--- config.mk ---
export PLATFORM = sky130hd
export DESIGN_NAME = sms_sdtrl_receiver_flat
export DESIGN_NICKNAME = d
export VERILOG_FILES = /design/src/rtl/sms_rx_pkg.sv /design/src/rtl/sms_sdtrl_receiver_if.sv /design/src/rtl/sms_rx_filter_chan.sv /design/src/rtl/sms_sdtrl_receiver.sv /design/src/flat_wrapper.sv
export SDC_FILE = /design/constraint.sdc
export NUM_CORES = 1
export LEC_CHECK = 0
export CAP_MARGIN = 20
export CELL_PAD_IN_SITES_DETAIL_PLACEMENT = 1
export CELL_PAD_IN_SITES_GLOBAL_PLACEMENT = 1
export CORE_MARGIN = 3
export CORE_UTILIZATION = 30
export CTS_BUF_LIST = sky130_fd_sc_hd__clkbuf_16
export DETAILED_ROUTE_END_ITERATION = 10
export MAX_ROUTING_LAYER = met4
export PLACE_DENSITY_LB_ADDON = 0.25
export SLEW_MARGIN = 20
export SYNTH_ARGS = -nofsm -noshare
export SYNTH_HDL_FRONTEND = slang
export SYNTH_SLANG_ARGS = --single-unit
--- constraint.sdc ---
create_clock -name clk -period 1.5 [get_ports clk]
set_clock_uncertainty 0.2 [all_clocks]
set_input_delay 0.3 -clock clk [delete_from_list [all_inputs] [get_ports clk]]
set_output_delay 0.3 -clock clk [all_outputs]
set_load 0.01 [all_outputs]
--- src/rtl/sms_rx_pkg.sv ---
// Shared types and constants for the SDTRL receiver: event record, idle level, index width helper.
package sms_rx_pkg;

    localparam logic SDTRL_IDLE = 1'b1;
    localparam int   MAXCH      = 16;
    localparam int   CHW        = 4;

    typedef struct packed {
        logic [CHW-1:0] chan;
        logic           level;
    } sms_evt_t;

    // Index width that never collapses to zero for a single channel.
    function automatic int clog2_min1(input int n);
        return (n < 2) ? 1 : $clog2(n);
    endfunction

endpackage

--- src/rtl/sms_sdtrl_receiver_if.sv ---
// Change-event valid/ready port of the SDTRL receiver; master side presents events.
interface sms_sdtrl_receiver_if #(
    parameter int CHANNELS = 4
);
    import sms_rx_pkg::*;

    localparam int CW = clog2_min1(CHANNELS);

    logic          evt_valid;
    logic          evt_ready;
    logic [CW-1:0] evt_chan;
    logic          evt_level;

    modport master (output evt_valid, output evt_chan, output evt_level, input  evt_ready);
    modport slave  (input  evt_valid, input  evt_chan, input  evt_level, output evt_ready);

endinterface

--- src/rtl/sms_rx_filter_chan.sv ---
// One SDTRL line: synchroniser, deglitch counter, accepted level and same-cycle update strobe.
// Edge pulse flops exist only when SMS_RX_EDGE_EN is defined; otherwise rise/fall are tied low.
module sms_rx_filter_chan
    import sms_rx_pkg::*;
#(
    parameter int SYNC_STAGES   = 2,
    parameter int FILTER_CYCLES = 8
) (
    input  logic clk,
    input  logic rst_n,
    input  logic line_in,
    output logic level_out,
    output logic upd,
    output logic rise,
    output logic fall
);

    localparam int              CNTW     = $clog2(FILTER_CYCLES + 1);
    localparam logic [CNTW-1:0] CNT_LAST = CNTW'(FILTER_CYCLES - 1);

    logic [SYNC_STAGES-1:0] r_sync;
    logic [CNTW-1:0]        r_cnt;
    logic                   r_level;
    logic                   w_s;
    logic                   w_upd;

    assign w_s   = r_sync[SYNC_STAGES-1];
    assign w_upd = (w_s != r_level) && (r_cnt == CNT_LAST);

    always_ff @(posedge clk or negedge rst_n) begin
        if (!rst_n) begin
            r_sync <= {SYNC_STAGES{SDTRL_IDLE}};
        end else begin
            r_sync <= {r_sync[SYNC_STAGES-2:0], line_in};
        end
    end

    // Any sample agreeing with the accepted level restarts the count.
    always_ff @(posedge clk or negedge rst_n) begin
        if (!rst_n) begin
            r_cnt   <= '0;
            r_level <= SDTRL_IDLE;
        end else if (w_s == r_level) begin
            r_cnt   <= '0;
        end else if (w_upd) begin
            r_cnt   <= '0;
            r_level <= w_s;
        end else begin
            r_cnt   <= r_cnt + CNTW'(1);
        end
    end

    assign level_out = r_level;
    assign upd       = w_upd;

`ifdef SMS_RX_EDGE_EN
    logic r_rise;
    logic r_fall;

    always_ff @(posedge clk or negedge rst_n) begin
        if (!rst_n) begin
            r_rise <= 1'b0;
            r_fall <= 1'b0;
        end else begin
            r_rise <= w_upd &  w_s;
            r_fall <= w_upd & ~w_s;
        end
    end

    assign rise = r_rise;
    assign fall = r_fall;
`else
    assign rise = 1'b0;
    assign fall = 1'b0;
`endif

endmodule

--- src/rtl/sms_sdtrl_receiver.sv ---
// SDTRL receiver top: per-line filters, pending/overrun tracking, fixed-priority event port.
// Optional macro SMS_RX_EDGE_EN enables registered rise/fall pulses.
module sms_sdtrl_receiver
    import sms_rx_pkg::*;
#(
    parameter int CHANNELS      = 4,
    parameter int SYNC_STAGES   = 2,
    parameter int FILTER_CYCLES = 8
) (
    input  logic                clk,
    input  logic                rst_n,
    input  logic [CHANNELS-1:0] line_in,
    output logic [CHANNELS-1:0] level_out,
    output logic [CHANNELS-1:0] rise,
    output logic [CHANNELS-1:0] fall,
    output logic [CHANNELS-1:0] overrun,
    sms_sdtrl_receiver_if.master evt
);

    localparam int CW = clog2_min1(CHANNELS);

    logic [CHANNELS-1:0] w_upd;
    logic [CHANNELS-1:0] w_acc_vec;
    logic [CHANNELS-1:0] r_pending;
    logic [CHANNELS-1:0] r_overrun;
    logic [MAXCH-1:0]    w_lvl_pad;
    logic                w_acc;
    sms_evt_t            w_evt;

    for (genvar g = 0; g < CHANNELS; g++) begin : g_chan
        sms_rx_filter_chan #(
            .SYNC_STAGES   (SYNC_STAGES),
            .FILTER_CYCLES (FILTER_CYCLES)
        ) u_chan (
            .clk       (clk),
            .rst_n     (rst_n),
            .line_in   (line_in[g]),
            .level_out (level_out[g]),
            .upd       (w_upd[g]),
            .rise      (rise[g]),
            .fall      (fall[g])
        );
    end

    assign w_lvl_pad = MAXCH'(level_out);

    // Lowest pending index wins; scanning downward leaves the smallest set index.
    always_comb begin
        w_evt = '0;
        for (int i = CHANNELS - 1; i >= 0; i--) begin
            if (r_pending[i]) begin
                w_evt.chan = CHW'(i);
            end
        end
        w_evt.level = w_lvl_pad[w_evt.chan];
    end

    assign w_acc = evt.evt_valid && evt.evt_ready;

    always_comb begin
        w_acc_vec = '0;
        for (int i = 0; i < CHANNELS; i++) begin
            w_acc_vec[i] = w_acc && (w_evt.chan == CHW'(i));
        end
    end

    // A new change always wins over an accept on the same channel and leaves overrun alone.
    always_ff @(posedge clk or negedge rst_n) begin
        if (!rst_n) begin
            r_pending <= '0;
            r_overrun <= '0;
        end else begin
            for (int i = 0; i < CHANNELS; i++) begin
                if (w_upd[i]) begin
                    r_pending[i] <= 1'b1;
                    if (r_pending[i] && !w_acc_vec[i]) begin
                        r_overrun[i] <= 1'b1;
                    end
                end else if (w_acc_vec[i]) begin
                    r_pending[i] <= 1'b0;
                    r_overrun[i] <= 1'b0;
                end
            end
        end
    end

    assign evt.evt_valid = |r_pending;
    assign evt.evt_chan  = w_evt.chan[CW-1:0];
    assign evt.evt_level = w_evt.level;
    assign overrun       = r_overrun;

endmodule

--- src/flat_wrapper.sv ---
// flat-port wrapper written by rule: the top's interface ports become plain ports
module sms_sdtrl_receiver_flat import sms_rx_pkg::*;
#(
    parameter int CHANNELS      = 4,
    parameter int SYNC_STAGES   = 2,
    parameter int FILTER_CYCLES = 8
)
  (clk, rst_n, line_in, level_out, rise, fall, overrun, evt_evt_valid, evt_evt_chan, evt_evt_level, evt_evt_ready);
  sms_sdtrl_receiver_if #(.CHANNELS(CHANNELS)) evt_i ();
  input  logic clk;
  input  logic rst_n;
  input  logic [CHANNELS-1:0] line_in;
  output logic [CHANNELS-1:0] level_out;
  output logic [CHANNELS-1:0] rise;
  output logic [CHANNELS-1:0] fall;
  output logic [CHANNELS-1:0] overrun;
  output wire logic [$bits(evt_i.evt_valid)-1:0] evt_evt_valid;
  output wire logic [$bits(evt_i.evt_chan)-1:0] evt_evt_chan;
  output wire logic [$bits(evt_i.evt_level)-1:0] evt_evt_level;
  input wire logic [$bits(evt_i.evt_ready)-1:0] evt_evt_ready;
  assign evt_evt_valid = evt_i.evt_valid;
  assign evt_evt_chan = evt_i.evt_chan;
  assign evt_evt_level = evt_i.evt_level;
  assign evt_i.evt_ready = evt_evt_ready;
  sms_sdtrl_receiver #(.CHANNELS(CHANNELS), .SYNC_STAGES(SYNC_STAGES), .FILTER_CYCLES(FILTER_CYCLES)) u_core (.clk(clk), .rst_n(rst_n), .line_in(line_in), .level_out(level_out), .rise(rise), .fall(fall), .overrun(overrun), .evt(evt_i));
endmodule
Yosys cells after proc, flatten, opt, wreduce, memory -nomap -nowiden:

Index checks and enable logic that the tools add are counted.

* reductions and logical operators: 31
* eq/ne operators: 19
* bitwise logic cells: 4
* mux-type cells: 30
* magnitude comparators: 1
* add/subtract/negate cells: 4

Operator list (number)
* 4-bit 2-to-1 mux: 11
* 1-bit 2-to-1 mux: 17
* 4-bit by 1-bit adder with 4-bit output (second input constant): 4
* 4-bit by 3-bit equality test with 1-bit output (second input constant): 4
* 2-bit AND reduction: 8
* 1-bit logical AND: 13
* 4-bit by 2-bit equality test with 1-bit output (second input constant): 2
* 2-bit by 1-bit != test with 1-bit output (second input constant): 4
* 2-bit nonzero test: 4
* 4-bit by 5-bit less-than comparator with 1-bit output (second input constant): 1
* 1-bit binary-select mux with 4-bit select: 1
* 1-bit equality test: 4
* 4-bit by 1-bit equality test with 1-bit output (second input constant): 1
* 1-bit logical NOT: 4
* 4-bit logical NOT: 1
* 1-bit != test: 4
* 1-bit inverter: 4
* 4-bit OR reduction: 1
* 2-bit 2-to-1 mux: 1

* output and inout bits: 20
* register bits after elaboration: 36
* input bits: 7

Longest topological paths before layout:

* depth in word-level cells: 10
* depth in mapped cells: 5
* depth with buffers taken out: 4

Hierarchy:

Synthesis repeated with hierarchy kept, for this count alone.

* cell total of the unflattened synthesis: 139
* area total of the unflattened synthesis: 1675.4 µm²

Modules (own cells, without submodules)
* sms_rx_filter_chan: area each 311.5 µm², cells each 23, sequential area each 178.9 µm², instances 4
* sms_sdtrl_receiver: area each 429.2 µm², cells each 47, sequential area each 200.2 µm², instances 1

Worst setup path after synthesis:

No wires, ideal clock.

* kind: reg2out
* from: register u_core.g_chan[2].u_chan.r_level
* to: output port evt_evt_level
* data required time: 1000 ps
* arrival: 1068 ps
* path buffers: 0
* cell stages (with the launch flop): 4
* slack: -68 ps
* path through: dfstp_2 a21o_2 a31oi_1 o31ai_1

* word-level cells in the longest chain between the ends: 2

Ends and longest elaborated chain
* start: declaration: line sms_rx_filter_chan.sv:23 `logic r_level;`
* start signal: assignment: line sms_rx_filter_chan.sv:47 `r_level <= w_s;`
* 1-bit binary-select mux with 4-bit select: line sms_sdtrl_receiver.sv:55 `w_evt.level = w_lvl_pad[w_evt.chan];`
* 1-bit 2-to-1 mux (implied by the code): line sms_sdtrl_receiver.sv:55
* end: declaration: line flat_wrapper.sv:19 `output wire logic [$bits(evt_i.evt_level)-1:0] evt_evt_level;`

No other way between the ends. The select of a mux whose other input is x is not followed.

Worst setup path in the final report:

Same ends and word-level chain as after synthesis.

==> flow_summary.json <==
{
  "p_leak_nw": 1.058,
  "final.min_clock_period_ps": 1838,
  "critPathRequiredTime_ps": 1000,
  "ant_nets": 0,
  "critPathKind": "reg -> out",
  "synth.most_common_cell": "dfrtp_1",
  "rsz0062_at_grt": "yes",
  "cts-buffers-inserted": 5,
  "grt_max_degree": 37,
  "grt_first_pass_wirelength_mm": 6.230,
  "num-nets-final": 198,
  "gp_congestion": 0.7251,
  "dp_hpwl_mm": 2.518,
  "synth.distinct_cells": 36,
  "synthTopCellsByArea": "dfrtp_1 (36%), dfstp_2 (19%), buf_4 (5.9%)",
  "synth_seq_area_share": 0.5512,
  "synth_commonest_cells": "dfrtp_1 (24), nor2_1 (18), buf_4 (13)",
  "switching_power_mw": 1.044,
  "via_per_inst": 4.519,
  "critPathMaxFanout": 2,
  "max_freq_mhz": 544.1,
  "peakVddDrop_v": 0.0006647,
  "status": "finished with violations",
  "start_util": 0.3172,
  "drv_slew": 0,
  "grt_pass1_vias": 1361,
  "die_w_um": 80.42,
  "start_kind": "flip-flop",
  "synth_edf_count": 0,
  "maxCapViolCount": 0,
  "area_delta_synth_final_pct": 35.09,
  "seqPwrFrac": 0.398,
  "layout-drive-gt1-share": 0.3723,
  "ys.flop_type": "dfrtp_1",
  "core_um2": 5238,
  "synth_largest_area_cell": "dfrtp_1",
  "async_reset_ff_frac": 1.000,
  "switching_share": 0.3035,
  "fp.dieH_um": 80.42,
  "ios": 27,
  "cts_buffer_depth": 2,
  "cts.clk_slew.worst_paths_ps": 50,
  "clockPowerShare": 0.292,
  "netlist.area_leader.share": 0.3614,
  "dr.pass1.iters": 2,
  "period_share": 1.225,
  "power_density_nw_per_um2": 1532,
  "vias": 1166,
  "grt_usage": 0.1285,
  "r2r_slack_ps": 20,
  "antenna_found_initial": 0,
  "intPower_mw": 2.395,
  "numPortBuffers": 18,
  "syn_area_per_cell_um2": 11.30,
  "syn_area_um2": 1662,
  "ctsRootBufferMaster": "clkbuf_16",
  "yosysWarnings": 0,
  "hp-class": "reg -> reg",
  "cts_tree": "done",
  "drt_iter0_markers": 59,
  "syn_inst": 147,
  "finalHoldViolations": 0,
  "routed_wl_mm": 3.535,
  "wl_per_cell_um": 13.70,
  "overflow": 0,
  "antenna_cells": 0,
  "ctsHtreeMaxLevel": 2,
  "drc": 0,
  "violations": "setup timing",
  "filler_cell_count": 579,
  "place_area_um2": 2002,
  "numClockSinks": 36,
  "synth-seq-cells": 36,
  "finish.utilization": 0.4286,
  "setup_slack_ps": -337.9,
  "setup_violations": 8,
  "tns_ps": -1167,
  "fin_area_um2": 2245,
  "cp.arrival_ps": 1340,
  "worstSkewPairLatency_ps": 280,
  "die_area_um2": 6467,
  "power_frac_comb": 0.310,
  "endpoint_kind": "output pin",
  "num_rows": 26
}
-- worst max-delay path: stages, from the launching register on --
cell	delay, ps
dfstp_2	540
a21o_2	120
a31oi_1	40
o31ai_2	200
buf_2	170
-- cells by family (layout without fill, tap and decap cells) --
family                     after synthesis  in the layout  synth area share
AOI/OAI and AO/OA                       20             20           0.07832
xor gates and xnor gates                11             11           0.06251
adders and majority gates                4              4           0.03012
buffers and inverters                   17             51           0.07304
DFF                                     36             36            0.5512
muxes                                    6              6           0.03765
other                                    1              8          0.002257
and+or+nand+nor                         52             52            0.1649
-- placed cells by master, fill, tap and decap left out, types with 3 or more instances in the layout --
cell	n
a31oi_1	4
and2_1	3
and3b_1	3
buf_2	4
buf_4	18
buf_6	8
clkbuf_16	5
clkdlybuf4s50_1	5
conb_1	8
dfrtp_1	22
dfstp_2	12
dlygate4sd2_1	3
mux2i_1	4
nand2_1	7
nand3_1	5
nor2_1	17
nor3_1	5
o21ai_0	3
xnor2_1	7
-- per-stage QoR --
stage / std cells / total power [mW] / hold slack (ps) / setup WS, ps
2_1_floorplan: 154 / 1.914 / -195.6 / 2.033
3_3_place_gp: 246 / 2.249 / 146.7 / -488.0
3_5_place_dp: 246 / 2.294 / 147.9 / -509.8
4_1_cts: 257 / 3.453 / 155.8 / -369.7
5_1_grt: 258 / 3.665 / 157.9 / -395.5
6_report: 258 / 3.439 / 153.8 / -337.9
-- layout make-up --
class	count	area [µm²]	area share
multi-input combinational	101	723.2	0.3222
tap	70	87.58	0.03902
timing repair buffer	41	364.1	0.1622
clock buffer	5	125.1	0.05574
inverter	2	7.507	0.003344
clock inverter	3	18.77	0.008361
sequential	36	918.4	0.4091
-- sequential cells by signal (all words and copies together), names as in the netlist --
register,cells
u_core.g_chan.u_chan.r_sync,8
u_core.overrun,4
u_core.r_pending,4
u_core.g_chan.u_chan.r_cnt,16
u_core.g_chan.u_chan.level_out,4
-- routing by layer --
layer / global-route usage / part of all wire
met1: 0.1461 / 0.43
met2: 0.2194 / 0.51
met3: 0.02578 / 0.037
met4: 0.05574 / 0.019
met5: - / 0
-- worst paths after layout --
kind | cells after the start | start | end
worst max-delay path | 4 | u_core.g_chan[2].u_chan.level_out$_DFFE_PN1P_ | evt_evt_level
worst min-delay path | 0 | u_core.g_chan[2].u_chan.r_sync[0]$_DFF_PN1_ | u_core.g_chan[2].u_chan.r_sync[1]$_DFF_PN1_
worst max register to register | 4 | u_core.g_chan[0].u_chan.level_out$_DFFE_PN1P_ | u_core.overrun[0]$_DFFE_PN0P_
worst min register to register | 0 | u_core.g_chan[2].u_chan.r_sync[0]$_DFF_PN1_ | u_core.g_chan[2].u_chan.r_sync[1]$_DFF_PN1_
max in group asynchronous | 2 | rst_n | u_core.g_chan[2].u_chan.r_sync[0]$_DFF_PN1_
min in group asynchronous | 2 | rst_n | u_core.g_chan[0].u_chan.r_cnt[2]$_DFF_PN0_
-- power by group through the flow --
stage | clock [mW] | combinational [mW] | sequential (mW)
CTS | 1.04 | 1.05 | 1.36
floorplan | 0 | 0.547 | 1.37
global placement | 0 | 0.904 | 1.35
finish | 1.00 | 1.07 | 1.37
global route | 1.08 | 1.20 | 1.39
detailed placement | 0 | 0.928 | 1.37
-- what timing repair did --
item,in CTS,in global routing
endpoints found under the setup margin,15,20
setup buffers,3,6
gates cloned,0,0
pin swaps,4,1
hold buffers,0,0
gates resized for setup,51,14
Note: power is estimated with default switching activity, not from simulation.
